## config.mk

```make
export PLATFORM = sky130hd
export DESIGN_NAME = debounce_bank
export DESIGN_NICKNAME = d
export VERILOG_FILES = /design/src/rtl/debounce_bank.sv
export SDC_FILE = /design/constraint.sdc
export NUM_CORES = 1
export LEC_CHECK = 0
export ABC_AREA = 1
export ABC_CLOCK_PERIOD_IN_PS = 1900
export BUFFER_PORTS_ARGS = -buffer_cell sky130_fd_sc_hd__buf_4
export CORE_UTILIZATION = 43
export CTS_CLUSTER_DIAMETER = 30
export CTS_CLUSTER_SIZE = 40
export DETAILED_ROUTE_END_ITERATION = 7
export PLACE_DENSITY_LB_ADDON = 0.2
export SYNTH_ARGS = -nofsm -noshare
export SYNTH_HDL_FRONTEND = slang
export SYNTH_SLANG_ARGS = --single-unit
```

## constraint.sdc

```tcl
create_clock -name clk -period 1.9 [get_ports clk]
set_clock_uncertainty 0.15 [all_clocks]
set_input_delay 0.19 -clock clk [delete_from_list [all_inputs] [get_ports clk]]
set_output_delay 0.19 -clock clk [all_outputs]
set_load 0.01 [all_outputs]
```

## src/rtl/debounce_bank.sv

```systemverilog
// ============================================================================
// Module   : debounce_bank
// Brief    : Multi-channel push-button debouncer with press/release strobes and
//            optional hold-to-repeat (compile with DEBOUNCE_REPEAT_EN).
// Revision : 1.0 - initial release
// ============================================================================
`default_nettype none

module debounce_bank #(
    parameter int CHANNELS   = 5,
    parameter int CNT_W      = 16,
    parameter int REP_W      = 24,
    parameter int REP_DELAY  = 12500000,
    parameter int REP_PERIOD = 3125000
) (
    input  logic                clk,
    input  logic                rst_n,
    input  logic [CHANNELS-1:0] d,
    output logic [CHANNELS-1:0] qs,
    output logic [CHANNELS-1:0] qp,
    output logic [CHANNELS-1:0] qr,
    output logic [CHANNELS-1:0] qrep,
    output logic                qp_any
);

    localparam longint c_rep_max = (64'd1 << REP_W) - 64'd1;

    // Repeat timing must fit the repeat counter even when repeat is not built.
    if ((REP_DELAY < 1) || (REP_PERIOD < 1) ||
        (longint'(REP_DELAY) > c_rep_max) || (longint'(REP_PERIOD) > c_rep_max)) begin : g_bad_rep_cfg
        $error("debounce_bank: REP_DELAY/REP_PERIOD out of range for REP_W");
    end

    for (genvar i = 0; i < CHANNELS; i++) begin : g_ch

        logic [1:0]       r_sync;
        logic [CNT_W-1:0] r_cnt;
        logic             r_qs;
        logic             r_qp;
        logic             r_qr;
        logic             r_qrep;

        logic             w_samp;
        logic             w_diff;
        logic             w_accept;
        logic             w_press;
        logic             w_release;
        logic             w_rep_fire;

        assign w_samp    = r_sync[1];
        assign w_diff    = w_samp ^ r_qs;
        assign w_accept  = w_diff & (r_cnt == {CNT_W{1'b1}});
        assign w_press   = w_accept & ~r_qs;
        assign w_release = w_accept &  r_qs;

        always_ff @(posedge clk) begin
            if (!rst_n) begin
                r_sync <= 2'b00;
                r_cnt  <= '0;
                r_qs   <= 1'b0;
                r_qp   <= 1'b0;
                r_qr   <= 1'b0;
                r_qrep <= 1'b0;
            end else begin
                r_sync <= {r_sync[0], d[i]};
                // Any matching sample throws away the whole run.
                if (!w_diff) begin
                    r_cnt <= '0;
                end else if (w_accept) begin
                    r_cnt <= '0;
                    r_qs  <= ~r_qs;
                end else begin
                    r_cnt <= r_cnt + 1'b1;
                end
                r_qp   <= w_press | w_rep_fire;
                r_qr   <= w_release;
                r_qrep <= w_rep_fire;
            end
        end

`ifdef DEBOUNCE_REPEAT_EN
        localparam logic [1:0] S_IDLE   = 2'd0;
        localparam logic [1:0] S_HELD   = 2'd1;
        localparam logic [1:0] S_REPEAT = 2'd2;

        localparam logic [REP_W-1:0] c_delay_m1  = REP_W'(REP_DELAY - 1);
        localparam logic [REP_W-1:0] c_period_m1 = REP_W'(REP_PERIOD - 1);

        logic [1:0]       r_state;
        logic [REP_W-1:0] r_rep_cnt;
        logic [1:0]       w_state_nxt;
        logic [REP_W-1:0] w_rep_cnt_nxt;

        always_ff @(posedge clk) begin
            if (!rst_n) begin
                r_state   <= S_IDLE;
                r_rep_cnt <= '0;
            end else begin
                r_state   <= w_state_nxt;
                r_rep_cnt <= w_rep_cnt_nxt;
            end
        end

        // Entering HELD on the accept edge lines the first repeat up REP_DELAY
        // cycles after the press strobe; release always wins over a repeat.
        always_comb begin
            w_state_nxt   = r_state;
            w_rep_cnt_nxt = r_rep_cnt;
            case (r_state)
                S_IDLE: begin
                    if (w_press) begin
                        w_state_nxt   = S_HELD;
                        w_rep_cnt_nxt = '0;
                    end
                end
                S_HELD: begin
                    if (w_release) begin
                        w_state_nxt   = S_IDLE;
                        w_rep_cnt_nxt = '0;
                    end else if (r_rep_cnt == c_delay_m1) begin
                        w_state_nxt   = S_REPEAT;
                        w_rep_cnt_nxt = '0;
                    end else begin
                        w_rep_cnt_nxt = r_rep_cnt + 1'b1;
                    end
                end
                S_REPEAT: begin
                    if (w_release) begin
                        w_state_nxt   = S_IDLE;
                        w_rep_cnt_nxt = '0;
                    end else if (r_rep_cnt == c_period_m1) begin
                        w_rep_cnt_nxt = '0;
                    end else begin
                        w_rep_cnt_nxt = r_rep_cnt + 1'b1;
                    end
                end
                default: begin
                    w_state_nxt   = S_IDLE;
                    w_rep_cnt_nxt = '0;
                end
            endcase
        end

        always_comb begin
            w_rep_fire = 1'b0;
            case (r_state)
                S_HELD:   w_rep_fire = ~w_release & (r_rep_cnt == c_delay_m1);
                S_REPEAT: w_rep_fire = ~w_release & (r_rep_cnt == c_period_m1);
                default:  w_rep_fire = 1'b0;
            endcase
        end
`else
        assign w_rep_fire = 1'b0;
`endif

        assign qs[i]   = r_qs;
        assign qp[i]   = r_qp;
        assign qr[i]   = r_qr;
        assign qrep[i] = r_qrep;
    end

    assign qp_any = |qp;

endmodule

`default_nettype wire

```

==> results of run 1 <==
## worst max-delay path: stages, from the launching register on
cell and delay, ns:
dfxtp_1 0.38, ha_1 0.24, nand2_2 0.07, nor2_2 0.12, nand2_2 0.11, nor2_4 0.10, nand2_2 0.07, nand2_2 0.14
buf_4 0.21, nor2_2 0.04
## routing by layer
metal	global-route usage	share of wire	vias to the layer above
li1	-	-	2207
met2	0.2854	0.48	35
met5	0	0	-
met4	0.04595	0.0059	0
met1	0.1941	0.49	1817
met3	0.04464	0.020	4
## layout by cell type, fill, tap and decap left out, types with 3 or more instances in the layout
cell type / netlist / layout
nand2_1: 174 / 174
nor2_1: 131 / 131
inv_1: 105 / 105
dfxtp_1: 105 / 105
nand3_1: 45 / 45
xor2_1: 27 / 27
nor2_2: 27 / 27
buf_4: 20 / 25
xnor2_1: 22 / 22
nand4_1: 18 / 18
nand2_2: 11 / 11
clkbuf_16: 0 / 9
nor3_1: 5 / 5
ha_1: 5 / 5
conb_1: 1 / 5
dlygate4sd3_1: 0 / 5
inv_2: 4 / 4
o21ai_0: 4 / 4
nand3_2: 3 / 3
clkbuf_8: 0 / 3
## state kept, by name (all words and copies together), names as in the netlist
| signal | flops |
|---|---|
| g_ch.r_qr | 5 |
| g_ch.r_cnt | 80 |
| g_ch.r_qp | 5 |
| g_ch.r_qs | 5 |
| g_ch.r_sync | 10 |
## cells by family after synthesis
group                    Yosys count  share of synthesized area
other                              1                  0.0007285
buffers and inverters            136                     0.1245
AND/OR/NAND/NOR                  421                     0.3605
adder cells (fa/ha/maj)            5                    0.01215
AO/OA/AOI/OAI                      7                    0.01045
XOR/XNOR                          49                    0.08337
flip-flops                       105                     0.4084
## repair_timing
item | 4_1_cts | 5_1_grt
hold buffers | 5 | 0
buffers inserted | 0 | 0
hold endpoints to repair | 5 | 0
## path summary, 6_finish.rpt
kind	endpoint	slack (ns)	depth (start not counted)
max reg2reg	g_ch[1].r_cnt[2]$_SDFF_PP0_	0.17	9
min reg2reg	g_ch[3].r_sync[1]$_SDFF_PN0_	0.27	2
min	g_ch[1].r_qr$_SDFF_PN0_	0.18	3
max	g_ch[1].r_cnt[2]$_SDFF_PP0_	0.17	9
## power groups by stage
stage	combinational, µW	sequential, µW	clock, µW
floorplan	60.2	2270	0
global placement	70.9	2270	0
detailed placement	71.5	2270	0
CTS	79.6	2220	1980
global route	89.2	2220	2070
finish	79.0	2220	1900
## final cells by class
cell class	count	share of cell area
clock inverter	2	0.006171
sequential	105	0.3703
multi-input combinational	487	0.4263
clock buffer	14	0.04827
inverter	109	0.07207
timing repair buffer	31	0.04540
tap	143	0.03152
## through the flow
step | utilization | hold slack [ns] | worst slack (ns) | cells
floorplan | - | 0.1376 | 0.3373 | 728
global placement | 0.4598 | 0.2231 | 0.1909 | 870
detailed placement | 0.4598 | 0.2277 | 0.1614 | 870
CTS | 0.4909 | 0.1649 | 0.1462 | 891
global route | 0.4909 | 0.1805 | 0.03315 | 891
finish | 0.4909 | 0.1768 | 0.1650 | 891
==> impl_metrics.csv, run 1 <==
group,metric,value,unit
worst_setup_path,r2r-start,"g_ch[1].r_cnt[0]$_SDFF_PP0_",
logic_synthesis,synth_ff_type,"dfxtp_1",
final_layout,regArea,2102,µm²
final_layout,synthToLayoutAreaGrowth,10.28,%
grt,grt_max_degree,23,
detailed_routing,drt_iter0_drc,284,
power,p_per_area,739.4,nW/µm²
logic_synthesis,synth_common_cells,"nand2_1 (174), nor2_1 (131), dfxtp_1 (105), inv_1 (105), nand3_1 (45)",
power,ir_drop,0.4628,mV
logic_synthesis,synth_top_area_cell,"dfxtp_1",
logic_synthesis,syn_area_per_cell,7.110,µm²
logic_synthesis,netlist_area,5147,µm²
clocking,clock_tree.buffer_depth,2,
power,power_leakage,0.002247,µW
worst_setup_path,worstSetupPathType,"flip-flop to flip-flop",
floorplan,fp.coreArea,11560,µm²
worst_setup_path,critPathRequiredTime,1.98,ns
clocking,cts_tree,"built",
clocking,ctsResizeCount,0,
logic_synthesis,synth-warning-count,0,
final_layout,multi_input_area,2420,µm²
detailed_routing,via_per_inst,4.560,
timing,max_freq,576.4,MHz
timing,rsz0062_at_grt,"false",
timing,setup_viol,0,
detailed_routing,wl_per_cell,10.28,µm
grt,grt_pass1_wl,16.35,mm
logic_synthesis,synth_top_area_share,0.4084,
detailed_routing,ant_nets,0,
floorplan,dieWidth,111.4,µm
power,swShare,0.1960,
floorplan,floorplan.die.height,111.4,µm
final_layout,diodes,0,
worst_hold_path,hp-class,"input port to flip-flop",
logic_synthesis,synth_edf_count,0,
clocking,clk_pin_slew,0.07,ns
power,p_total,4198,µW
place,dpl.hpwl,6.865,mm
final_layout,stdcell_area,5677,µm²
clocking,clock_latency,0.34,ns
floorplan,start_util,0.4451,
logic_synthesis,yosysSeqAreaShare,0.4084,
place,port_buffers,22,
power,seq_power_share,0.529,
clocking,htreeDepth,3,
final_layout,fillCellCount,1150,
worst_setup_path,setup.worst_path.start,"g_ch[1].r_cnt[0]$_SDFF_PP0_",
place,gp_congestion,0.7657,
logic_synthesis,synth_seq_cells,105,
grt,grt_usage,0.1625,
power,p_sw,822.6,µW
floorplan,rows,39,
final_layout,drive_above_1_share,0.1217,
floorplan,ios,28,
clocking,cts.root.buffer_cell,"clkbuf_16",
worst_setup_path,startpoint_type,"flip-flop",
outcome,failed_checks,"design-rule violations",
logic_synthesis,async_flop_share,0,
detailed_routing,firstDrtPassIters,6,
floorplan,die_area,12410,µm²
place,placed_area,5318,µm²
timing,fin_crit_sh,0.9131,
outcome,outcome,"finished with violations",
run,drv_cap,0,
grt,grt_antenna_before_repair,0,
power,p_int,3375,µW
timing,fin_crit,1.735,ns
detailed_routing,wl,9.163,mm
worst_hold_path,worstHoldStart,"rst_n",
detailed_routing,drc,6,
power,pwr-share-comb,0.019,
final_layout,finalNetCount,755,
timing,finalHoldViolCount,0,
logic_synthesis,ys_top_cells_by_area,"dfxtp_1 (41%), nand2_1 (13%), nor2_1 (9.6%), inv_1 (7.7%), xor2_1 (4.6%)",
grt,grt_pass1_vias,3842,
worst_setup_path,end_kind,"flip-flop",
grt,grt_overflow_total,0,
worst_setup_path,critPathMaxFanout,7,
timing,setup-tns-final,0,ns
logic_synthesis,synth_most_common_cell,"nand2_1",
worst_setup_path,cp.arrival,1.82,ns
logic_synthesis,synth_cell_types,26,
logic_synthesis,syn_inst,724,
timing,slew_viol_final,0,
clocking,cts_buffers,9,
clocking,clock-sinks,105,
detailed_routing,vias,4063,
power,p_clk_frac,0.452,
Note: power is estimated with default switching activity, not from simulation.
==> run 2: changes to the inputs <==
--- a/config.mk
+++ b/config.mk
@@ -12,6 +12,7 @@
 export CTS_CLUSTER_DIAMETER = 30
 export CTS_CLUSTER_SIZE = 40
 export DETAILED_ROUTE_END_ITERATION = 7
+export GPL_TIMING_DRIVEN = 0
 export PLACE_DENSITY_LB_ADDON = 0.2
 export SYNTH_ARGS = -nofsm -noshare
 export SYNTH_HDL_FRONTEND = slang
==> impl_metrics.csv, run 2 (same netlist as run 1, synthesis figures left out) <==
group,metric,value,unit
place,placedCellCount,893,
floorplan,dieWidth,111.4,µm
place,gp_congestion,0.8117,
final_layout,mostFrequentLayoutCell,"nand2_1",
power,p_per_area,692.2,nW/µm²
timing,setup-tns-final,0,ns
final_layout,regMostFlops,"g_ch.r_cnt",
floorplan,rows,39,
timing,fin_crit,1.759,ns
worst_hold_path,holdPathEnd,"g_ch[0].r_qs$_SDFFE_PN0P_",
final_layout,final_cells,911,
power,power_leakage,0.002355,µW
final_layout,finalNetCount,778,
timing,fin_crit_sh,0.9256,
timing,max_freq,568.6,MHz
final_layout,synthToLayoutAreaGrowth,13.20,%
run,drv_cap,0,
clocking,ctsHoldBuffers,5,
worst_setup_path,startpoint_type,"flip-flop",
worst_setup_path,worstPathBufferInverterCount,2,
floorplan,fp.coreArea,11560,µm²
detailed_routing,drt_iter0_drc,192,
worst_hold_path,hold_depth,4,
worst_setup_path,regToRegSetupSlack,0.14,ns
timing,rsz0062_at_grt,"false",
worst_hold_path,hp-class,"input port to flip-flop",
place,dpl.hpwl,6.905,mm
floorplan,ios,28,
clocking,clock_tree.buffer_depth,2,
clocking,htreeDepth,3,
worst_setup_path,path_cells,"ha_1 -> nand3_2 -> inv_1 -> nand2_1 -> nor2_2 -> nand2_1 -> nand2_2 -> buf_6 -> nor2_1",
clocking,clock_latency,0.34,ns
worst_setup_path,critPathMaxFanout,10,
worst_setup_path,worstSetupPathType,"flip-flop to flip-flop",
clocking,cts_setup_buffers,0,
place,port_buffers,22,
worst_setup_path,reg2reg_to,"g_ch[4].r_cnt[12]$_SDFF_PP0_",
final_layout,multi_input_area,2420,µm²
final_layout,regArea,2102,µm²
final_layout,reg_top3,"g_ch.r_cnt: 80 flops, g_ch.r_sync: 10 flops",
clocking,cts_buffers,9,
detailed_routing,vias,4093,
grt,grt_max_degree,15,
clocking,cts.root.buffer_cell,"clkbuf_16",
final_layout,largest_register_ffs,80,
final_layout,drive_above_1_share,0.1432,
detailed_routing,ant_nets,0,
floorplan,start_util,0.4451,
timing,finalHoldViolCount,0,
clocking,cts_tree,"built",
detailed_routing,drc,6,
detailed_routing,via_per_inst,4.493,
place,placed_area,5507,µm²
final_layout,stdcell_area,5827,µm²
worst_setup_path,max_stage_delay,0.38,ns
outcome,outcome,"finished with violations",
detailed_routing,firstDrtPassIters,8,
worst_setup_path,r2r-start,"g_ch[4].r_cnt[0]$_SDFF_PP0_",
floorplan,floorplan.die.height,111.4,µm
final_layout,fillCellCount,1148,
detailed_routing,wl_per_cell,10.02,µm
detailed_routing,wl,9.128,mm
timing,setup_viol,0,
power,ir_drop,0.5196,mV
final_layout,layout_common_cells,"nand2_1 (174), nor2_1 (131), inv_1 (105), dfxtp_1 (105), nand3_1 (45)",
worst_setup_path,critical_path.top_delay_family,"simple AND/OR/NAND/NOR gates",
grt,grt_overflow_total,0,
timing,slew_viol_final,0,
floorplan,die_area,12410,µm²
final_layout,diodes,0,
outcome,failed_checks,"design-rule violations",
worst_setup_path,end_kind,"flip-flop",
grt,grt_usage,0.1574,
clocking,clock-sinks,105,
clocking,clk_pin_slew,0.07,ns
clocking,ctsResizeCount,0,
grt,grt_pass1_wl,16.06,mm
worst_setup_path,cp.arrival,1.84,ns
worst_setup_path,path_common_cell,"nand2_1",
worst_setup_path,critPathRequiredTime,1.98,ns
grt,grt_pass1_vias,3856,
grt,grt_antenna_before_repair,0,
worst_hold_path,worstHoldStart,"rst_n",
worst_setup_path,slowest_stage,"dfxtp_1",
worst_setup_path,reg2reg_depth,9,
-- run 2: cell count changes in the layout (fill, tap and decap cells not counted) --
cell | before | now
buf_12 | 1 | 2
buf_4 | 25 | 42
buf_6 | 0 | 3
bufinv_16 | 1 | 0
clkbuf_1 | 2 | 3
clkinv_2 | 1 | 0
-- run 2: area by class of cell --
class,count,share of cell area
multi-input cells,487,0.4153
flip-flops and latches,105,0.3607
inverters,109,0.07022
clock buffers,13,0.04638
plain buffers,27,0.03973
repair buffers,27,0.03693
well taps,143,0.03071
-- run 2: how the worst max path moves through the flow --
stage                                startpoint  depth (start not counted)                      endpoint  slack, ns
floorplan           g_ch[1].r_cnt[0]$_SDFF_PP0_                          9  g_ch[1].r_cnt[12]$_SDFF_PP0_       0.34
global placement    g_ch[1].r_cnt[0]$_SDFF_PP0_                          9  g_ch[1].r_cnt[12]$_SDFF_PP0_       0.17
detailed placement  g_ch[1].r_cnt[0]$_SDFF_PP0_                          9   g_ch[1].r_cnt[3]$_SDFF_PP0_       0.17
CTS                 g_ch[4].r_cnt[0]$_SDFF_PP0_                          9   g_ch[4].r_cnt[2]$_SDFF_PP0_       0.15
global route        g_ch[1].r_cnt[0]$_SDFF_PP0_                          9  g_ch[1].r_cnt[12]$_SDFF_PP0_       0.03
finish              g_ch[4].r_cnt[0]$_SDFF_PP0_                          9  g_ch[4].r_cnt[12]$_SDFF_PP0_       0.14
-- run 2: report_power, final --
group          internal (µW)  leakage [µW]  switching, µW
sequential              2210      0.000848           7.61
clock                    975      0.000134            744
combinational           42.6       0.00137           50.2
-- run 2: routing by layer --
metal | vias up | GRT usage | part of all wire
met5 | - | 0 | 0
met4 | 0 | 0.05946 | 0.016
met3 | 10 | 0.03647 | 0.029
li1 | 2246 | - | -
met2 | 47 | 0.2717 | 0.47
met1 | 1790 | 0.1904 | 0.49
-- run 2: per-stage QoR --
stage,power (µW),worst slack (ns),hold slack (ns),util
final,4033,0.1414,0.1010,0.5038
after global routing,4183,0.03024,0.1104,0.5038
after CTS,4095,0.1516,0.08989,0.5038
after detailed placement,2356,0.1715,0.2275,0.4761
after global placement,2354,0.1741,0.2249,0.4761
after floorplan,2330,0.3373,0.1376,-
-- run 2: worst min-delay path: stages --
cell and delay (ns):
buf_4 0.14, nand2_1 0.06, o21bai_1 0.10, nand2_1 0.05
